### config.mk
export PLATFORM = sky130hd
export DESIGN_NAME = fetch_redirect_unit
export DESIGN_NICKNAME = d
export VERILOG_FILES = /design/src/rtl/nids_cpu_pkg.sv /design/src/rtl/fetch_pc_gen.sv /design/src/rtl/fetch_redirect_unit.sv
export SDC_FILE = /design/constraint.sdc
export NUM_CORES = 1
export LEC_CHECK = 0
export CORE_MARGIN = 3
export CORE_UTILIZATION = 30
export CTS_CLUSTER_DIAMETER = 60
export DETAILED_ROUTE_END_ITERATION = 8
export GPL_TIMING_DRIVEN = 0
export PLACE_DENSITY = 0.65
export RECOVER_POWER = 100
export SKIP_LAST_GASP = 1
export SYNTH_ARGS = -nofsm -noshare
export SYNTH_HDL_FRONTEND = slang
export SYNTH_SLANG_ARGS = --single-unit
### constraint.sdc
create_clock -name clk -period 4.5 [get_ports clk]
set_input_delay 0.9 -clock clk [delete_from_list [all_inputs] [get_ports clk]]
set_output_delay 0.9 -clock clk [all_outputs]
set_load 0.03 [all_outputs]
### src/rtl/nids_cpu_pkg.sv
// Shared CPU front-end definitions: datapath width defaults, halt encoding,
// fetch FSM states and next-PC selector codes.
package nids_cpu_pkg;

  localparam int          PC_W_DEF      = 9;
  localparam int          INSTR_W_DEF   = 32;
  localparam logic [31:0] HALT_WORD_DEF = 32'hFFFF_FFFF;

  typedef enum logic [1:0] {
    ST_BOOT = 2'd0,
    ST_RUN  = 2'd1,
    ST_HALT = 2'd2
  } fetch_state_e;

  typedef enum logic [1:0] {
    PC_HOLD     = 2'd0,
    PC_INC      = 2'd1,
    PC_REDIRECT = 2'd2
  } pc_sel_e;

endpackage

### src/rtl/fetch_pc_gen.sv
// Next-PC selection for the fetch stage: hold, sequential increment
// (wrapping naturally at 2^PC_W) or redirect to a resolved branch target.
module fetch_pc_gen
  import nids_cpu_pkg::*;
#(
  parameter int PC_W = PC_W_DEF
) (
  input  logic [PC_W-1:0] pc,
  input  logic [1:0]      sel,
  input  logic [PC_W-1:0] target,
  output logic [PC_W-1:0] pc_next
);

  localparam logic [PC_W-1:0] PC_ONE = {{(PC_W-1){1'b0}}, 1'b1};

  always_comb begin
    pc_next = pc;
    case (sel)
      PC_INC:      pc_next = pc + PC_ONE;
      PC_REDIRECT: pc_next = target;
      default:     pc_next = pc;
    endcase
  end

endmodule

### src/rtl/fetch_redirect_unit.sv
// Instruction fetch with IF/ID register, branch redirect/flush, halt-word
// detection. Define BRANCH_STATS_EN to enable the taken-branch counter.
//
// state   | meaning
// --------+-------------------------------------------------------------
// ST_BOOT | first cycle after reset, issues fetch of address 0
// ST_RUN  | sequential fetch, IF/ID register advances unless stalled
// ST_HALT | halt word delivered; PC frozen, memory idle until a branch
module fetch_redirect_unit
  import nids_cpu_pkg::*;
#(
  parameter int                 PC_W      = PC_W_DEF,
  parameter int                 INSTR_W   = INSTR_W_DEF,
  parameter logic [INSTR_W-1:0] HALT_WORD = INSTR_W'(HALT_WORD_DEF)
) (
  input  logic               clk,
  input  logic               rst,
  input  logic               stall,
  input  logic               branch,
  input  logic [PC_W-1:0]    pc_mem_resolved,
  output logic [PC_W-1:0]    imem_addr,
  output logic               imem_en,
  input  logic [INSTR_W-1:0] imem_rdata,
  output logic [INSTR_W-1:0] instr_id,
  output logic [PC_W-1:0]    pc_id,
  output logic               valid_id,
  output logic               flush_ifid,
  output logic               flush_idex,
  output logic               flush_exmem,
  output logic               halted,
  output logic [15:0]        branch_count
);

  fetch_state_e        state, state_nxt;
  pc_sel_e             pc_sel;
  logic [PC_W-1:0]     p, p_nxt;
  logic [PC_W-1:0]     pc_f, pc_f_nxt;
  logic                f_valid, f_valid_nxt;
  logic [INSTR_W-1:0]  instr_nxt;
  logic [PC_W-1:0]     pc_id_nxt;
  logic                valid_nxt;

  fetch_pc_gen #(.PC_W(PC_W)) u_pc_gen (
    .pc      (p),
    .sel     (pc_sel),
    .target  (pc_mem_resolved),
    .pc_next (p_nxt)
  );

  assign imem_addr   = p;
  assign imem_en     = branch | (~stall & (state != ST_HALT));
  assign flush_ifid  = branch;
  assign flush_idex  = branch;
  assign flush_exmem = branch;
  assign halted      = (state == ST_HALT);

  always_ff @(posedge clk) begin
    if (rst) begin
      state    <= ST_BOOT;
      p        <= '0;
      pc_f     <= '0;
      f_valid  <= 1'b0;
      instr_id <= '0;
      pc_id    <= '0;
      valid_id <= 1'b0;
    end else begin
      state    <= state_nxt;
      p        <= p_nxt;
      pc_f     <= pc_f_nxt;
      f_valid  <= f_valid_nxt;
      instr_id <= instr_nxt;
      pc_id    <= pc_id_nxt;
      valid_id <= valid_nxt;
    end
  end

  // Priority: branch redirect, then stall hold, then per-state behaviour.
  always_comb begin
    state_nxt   = state;
    pc_sel      = PC_HOLD;
    pc_f_nxt    = pc_f;
    f_valid_nxt = f_valid;
    instr_nxt   = instr_id;
    pc_id_nxt   = pc_id;
    valid_nxt   = valid_id;
    if (branch) begin
      pc_sel      = PC_REDIRECT;
      f_valid_nxt = 1'b0;
      valid_nxt   = 1'b0;
      state_nxt   = ST_RUN;
    end else if (!stall) begin
      case (state)
        ST_BOOT: begin
          pc_sel      = PC_INC;
          pc_f_nxt    = '0;
          f_valid_nxt = 1'b1;
          state_nxt   = ST_RUN;
        end
        ST_RUN: begin
          pc_sel      = PC_INC;
          pc_f_nxt    = p;
          f_valid_nxt = 1'b1;
          instr_nxt   = imem_rdata;
          pc_id_nxt   = pc_f;
          valid_nxt   = f_valid;
          // The halt word itself is still delivered to decode on this edge.
          if (f_valid && (imem_rdata == HALT_WORD)) state_nxt = ST_HALT;
        end
        ST_HALT: begin
          valid_nxt = 1'b0;
        end
        default: begin
          state_nxt = ST_BOOT;
        end
      endcase
    end
  end

`ifdef BRANCH_STATS_EN
  always_ff @(posedge clk) begin
    if (rst) begin
      branch_count <= '0;
    end else if (branch && (branch_count != 16'hFFFF)) begin
      branch_count <= branch_count + 16'd1;
    end
  end
`else
  assign branch_count = '0;
`endif

endmodule

# After elaboration in Yosys (flattened, before gate mapping)
# Index checks and enable logic that the tools add are counted.
# Widths: inputs -> output; s select.
# op_classes
addsub	1
n_mul	0
div	0
magnitude_cmp	0
eq_ne	10
n_shift	0
muxes	10
n_bitwise	5
n_reduce_logical	13
# op_table
op	count
$pmux 9 s2	2
$eq 32x32->1 const B	1
$reduce_and 3->1	4
$add 9x1->9 const B	1
$ne 2x2->1 const B	3
$pmux 2 s3	1
$reduce_bool 2->1	3
$eq 2x1->1 const B	2
$eq 2x2->1 const B	2
$mux 1	4
$mux 2	2
$reduce_and 2->1	2
$reduce_or 2->1	2
$ne 3x3->1 const B	1
$not 1->1	3
$logic_not 2->1	1
$ne 2x1->1 const B	1
$pmux 1 s2	1
$and 1x1->1	1
$logic_and 1x1->1	1
$or 1x1->1	1
# word_totals
regBits	63
latchBits	0
ramBits	0
rom_bits	0
in_bits	45
output_inout_bits	72
memories	0

# Longest topological paths before layout
# Gate-level depths: netlist (run 1).
# logic_depth
word_depth	7
ltp_mapped	7
ltp_nobuf	6

# Modules after synthesis
# From an unflattened synthesis (run 1), not the netlist that was laid out.
# unflattened
hier_cells	341
hier_area_um2	2765.2
# modules_own_cells
mod	n_inst	cells_each	area_per_inst_um2	seq_area_each_um2
fetch_redirect_unit	1	289	2419.8	1261.2
fetch_pc_gen	1	52	345.3	0.0

# Least setup slack after synthesis (run 1)
# Ideal clock, no wire load.
# synth_path
kind	input port to output port
start	input port branch
end	output port imem_en
arrival_time_ps	1600
required_time_ps	3600
path_slack_ps	2000
path_stages	3
n_path_buf	1
cell_sequence	inv_1 > clkbuf_1 > o21ai_0
# synth_between
elab_chain_cells	1
# synth_lines
element	line	text
start, declared	fetch_redirect_unit.sv:19	input logic branch,
$or 1x1->1	fetch_redirect_unit.sv:51	assign imem_en = branch | (~stall & (state != ST_HALT));
end, declared	fetch_redirect_unit.sv:22	output logic imem_en,
# Every way passes these cells.

# Worst setup path in the final report (run 1)
# Ends and elaborated chain as after synthesis.

==> results of run 1 <==
-- registers in the layout, summed over array words and instances (netlist names) --
register	count
f_valid	1
imem_addr	9
instr_id	32
pc_f	9
pc_id	9
state	2
valid_id	1
-- critical path, cell delays in order --
cell	delay, ps
sky130_fd_sc_hd__dlygate4sd3_1	680
sky130_fd_sc_hd__inv_1	110
sky130_fd_sc_hd__clkbuf_1	380
sky130_fd_sc_hd__o21ai_0	160
sky130_fd_sc_hd__dlygate4sd3_1	720
-- cell families (layout without fill, tap and decap cells) --
kind of cell               count (synthesis)  in the layout  synth area share (%)
and+or+nand+nor                          138            138                  22.3
AOI/OAI and AO/OA                         67             67                  15.6
DFF                                       63             63                  48.3
buffers and inverters                     42            156                  9.43
xor gates and xnor gates                   6              6                  2.01
adders and majority gates                  4              4                  1.91
other                                      1             16                 0.143
muxes                                      1              1                 0.383
-- worst min path at each step --
stage / endpoint / start / depth (start not counted)
floorplan: pc_id[0]$_SDFFE_PP0P_ / pc_f[0]$_SDFFE_PP0P_ / 2
global placement: instr_id[26]$_SDFFE_PP0P_ / instr_id[26]$_SDFFE_PP0P_ / 2
detailed placement: pc_id[0]$_SDFFE_PP0P_ / pc_id[0]$_SDFFE_PP0P_ / 2
CTS: instr_id[24]$_SDFFE_PP0P_ / instr_id[24]$_SDFFE_PP0P_ / 2
global route: instr_id[14]$_SDFFE_PP0P_ / instr_id[14]$_SDFFE_PP0P_ / 2
finish: instr_id[24]$_SDFFE_PP0P_ / instr_id[24]$_SDFFE_PP0P_ / 2
-- layer usage --
layer / track usage [%] / wire length (um) / vias up
li1: - / - / 1308
met1: 20.3 / 3340 / 1169
met2: 24.5 / 3370 / 105
met3: 4.70 / 638 / 11
met4: 5.04 / 99 / 0
met5: 0 / 0 / -
-- report_power, final --
group	switching (uW)	total, uW	internal (uW)
Combinational	117	206	88.4
Clock	216	496	280
Sequential	16.1	592	576
-- cell usage after synthesis (all sizes together) --
cell / n
nand2: 88
mux2i: 1
nand2b: 1
xor2: 5
nor2: 21
clkbuf: 11
nor4: 2
a311oi: 2
and2: 1
o21ai: 3
conb: 1
o21ba: 1
ha: 4
nand4: 9
a22oi: 9
inv: 3
nor3: 5
dfxtp: 63
xnor2: 1
a31o: 1
a21oi: 42
a211oi: 7
a2111oi: 1
and3: 2
or3: 2
a221oi: 1
nor3b: 1
buf: 28
nand3: 6
-- per-stage QoR --
step           worst slack (ps)  area [um^2]  std cells  util (%)  power, uW
2_1_floorplan              2000         2670        337         -        722
5_1_grt                     514         3970        556      47.6       1350
4_1_cts                     770         3990        556      47.8       1320
3_5_place_dp                772         3790        541      45.5        820
6_report                    643         3970        556      47.6       1290
3_3_place_gp                805         3790        541      45.5        818
-- area by class of cell --
class | count | area (um^2) | area share [%]
Buffer | 39 | 223 | 5.61
Clock buffer | 11 | 151 | 3.81
Clock inverter | 4 | 45.0 | 1.13
Inverter | 3 | 11.3 | 0.284
Multi-Input combinational cell | 232 | 1150 | 29.1
Sequential cell | 63 | 1260 | 31.8
Tap cell | 105 | 131 | 3.31
Timing Repair Buffer | 99 | 991 | 25.0
==> impl_metrics.sql, run 1 <==
INSERT INTO impl_metrics (metric_group, metric, value, unit) VALUES
('run_status', 'run_status', 'completed', ''),
('sta', 'final.period_utilization', '85.7', '%'),
('finish', 'layout.nets', '496', ''),
('synth', 'synth.avg_cell_area', '8.12', 'um^2'),
('clock_tree', 'cts_sinks', '63', ''),
('setup_path', 'setup.reg_to_reg.worst_slack', '2520', 'ps'),
('finish', 'final_common_cell', 'sky130_fd_sc_hd__nand2_1', ''),
('sta', 'max-slew-margin-rel', '62.7', '%'),
('sta', 'timing.clock.skew', '8.70', 'ps'),
('setup_path', 'required', '3600', 'ps'),
('finish', 'post_route_cells_drive_above_1_share', '8.65', '%'),
('detailed_routing', 'detail_route.vias_per_cell', '4.66', ''),
('global_route', 'grt-ovfl-total', '0', ''),
('clock_tree', 'postCtsSetupBuffers', '0', ''),
('clock_tree', 'quantity_of_gates_resized_following_cts', '0', ''),
('synth', 'netlist-cell-type-count', '33', ''),
('clock_tree', 'cts_buffer_depth', '2', ''),
('floorplan', 'die_height', '99.3', 'um'),
('setup_path', 'worst_r2r_dst', 'imem_addr[8]$_SDFFE_PP0P_', ''),
('detailed_routing', 'drcViolationCount', '0', ''),
('sta', 'setup-violations-final', '0', ''),
('sta', 'report.final.slew_viol_count', '0', ''),
('sta', 'worst_hold_slack', '449', 'ps'),
('floorplan', 'coreArea', '0.00834', 'mm^2'),
('detailed_routing', 'route.vias.total', '2593', ''),
('finish', 'fillers', '816', ''),
('clock_tree', 'h-tree-depth', '3', ''),
('global_route', 'grt_antenna_before_repair', '0', ''),
('synth', 'leading_cell_types_by_total_area_after_synthesis', 'sky130_fd_sc_hd__dfxtp_1 48%, sky130_fd_sc_hd__nand2_1 13%, sky130_fd_sc_hd__a21oi_1 8.0%', ''),
('floorplan', 'die-width', '99.3', 'um'),
('detailed_routing', 'route.antenna.remaining_nets', '0', ''),
('run', 'max_cap_violations', '0', ''),
('finish', 'insertedDiodeCount', '0', ''),
('clock_tree', 'cts_made_buffers', '9', ''),
('global_route', 'gr-usage-all-layers', '15.5', '%'),
('setup_path', 'r2r_cells', '7', ''),
('global_route', 'grt_pass1_wl', '12200', 'um'),
('worst_hold_path', 'worst_hold_path_type', 'reg2reg', ''),
('detailed_routing', 'wirelength', '7440', 'um'),
('power', 'pwr_density_cell', '326', 'mW/mm^2'),
('synth', 'synth_area', '0.00261', 'mm^2'),
('sta', 'finalCriticalPeriod', '3860', 'ps'),
('setup_path', 'critical_path_class', 'in2out', ''),
('setup_path', 'worstPathMaxFanout', '10', ''),
('clock_tree', 'clockRootBuffer', 'sky130_fd_sc_hd__clkbuf_8', ''),
('synth', 'yosys_warnings', '0', ''),
('placement', 'dp.final_hpwl', '5540', 'um'),
('floorplan', 'design.portCount', '117', ''),
('setup_path', 'cp-start-kind', 'input pin', ''),
('floorplan', 'num_rows', '33', ''),
('synth', 'synth_top_cell_area_share', '48.3', '%'),
('detailed_routing', 'drt_first_iter_violations', '82', ''),
('setup_path', 'reg2reg_from', 'state[1]$_SDFFE_PP0P_', ''),
('clock_tree', 'clk_pin_slew_worst_paths', '60', 'ps'),
('sta', 'max_freq', '0.259', 'GHz'),
('clock_tree', 'hold_buffers', '0', ''),
('synth', 'postSynthCellCount', '322', ''),
('floorplan', 'initial_util', '31.3', '%'),
('power', 'max-vdd-ir-drop', '0.000257', 'V'),
('floorplan', 'design.die.area', '0.00987', 'mm^2'),
('clock_tree', 'tritoncts', 'built', ''),
('synth', 'cell_type_with_the_highest_aggregate_area_in_the_netlist', 'sky130_fd_sc_hd__dfxtp_1', ''),
('synth', 'synth.ff_latch_count', '63', ''),
('sta', 'setup_tns', '0', 'ps'),
('detailed_routing', 'detailedRoute.firstPassIterationCount', '5', ''),
('detailed_routing', 'route.detailed.wl_per_inst', '13.4', 'um'),
('setup_path', 'worst_setup_path_startpoint', 'branch', ''),
('synth', 'yosysSeqAreaShare', '48.3', '%'),
('sta', 'number_of_hold_violations_in_the_final_report', '0', ''),
('setup_path', 'timing.critical_path.to_type', 'primary output', ''),
('clock_tree', 'worst_skew_pair.late_latency', '350', 'ps'),
('setup_path', 'critPathArrivalTime', '2960', 'ps'),
('finish', 'areaGrowthSynthToFinish', '51.8', '%'),
('sta', 'grt_setup_unrepaired', 'false', ''),
('power', 'p_leak', '0.00161', 'uW'),
('setup_path', 'critical_path.endpoint', 'imem_en', ''),
('placement', 'gp_congestion', '0.868', ''),
('placement', 'io_buffers', '99', ''),
('sta', 'tightest_slew', '559', 'ps'),
('finish', 'mostFrequentLayoutCells', '88 x sky130_fd_sc_hd__nand2_1, 63 x sky130_fd_sc_hd__dfxtp_1, 59 x sky130_fd_sc_hd__dlygate4sd3_1', ''),
('global_route', 'grt_max_degree', '11', ''),
('global_route', 'via_count_of_the_first_global_routing_pass', '2559', '');
Power figures use the tool's default switching activity.
==> run 2, diff against run 1 <==
--- a/config.mk
+++ b/config.mk
@@ -8,6 +8,7 @@
 export CORE_MARGIN = 3
 export CORE_UTILIZATION = 30
 export CTS_CLUSTER_DIAMETER = 60
+export CTS_CLUSTER_SIZE = 10
 export DETAILED_ROUTE_END_ITERATION = 8
 export GPL_TIMING_DRIVEN = 0
 export PLACE_DENSITY = 0.65
==> results of run 2 <==
Same layout as run 1: the final DEF is identical, and so are final timing and power.
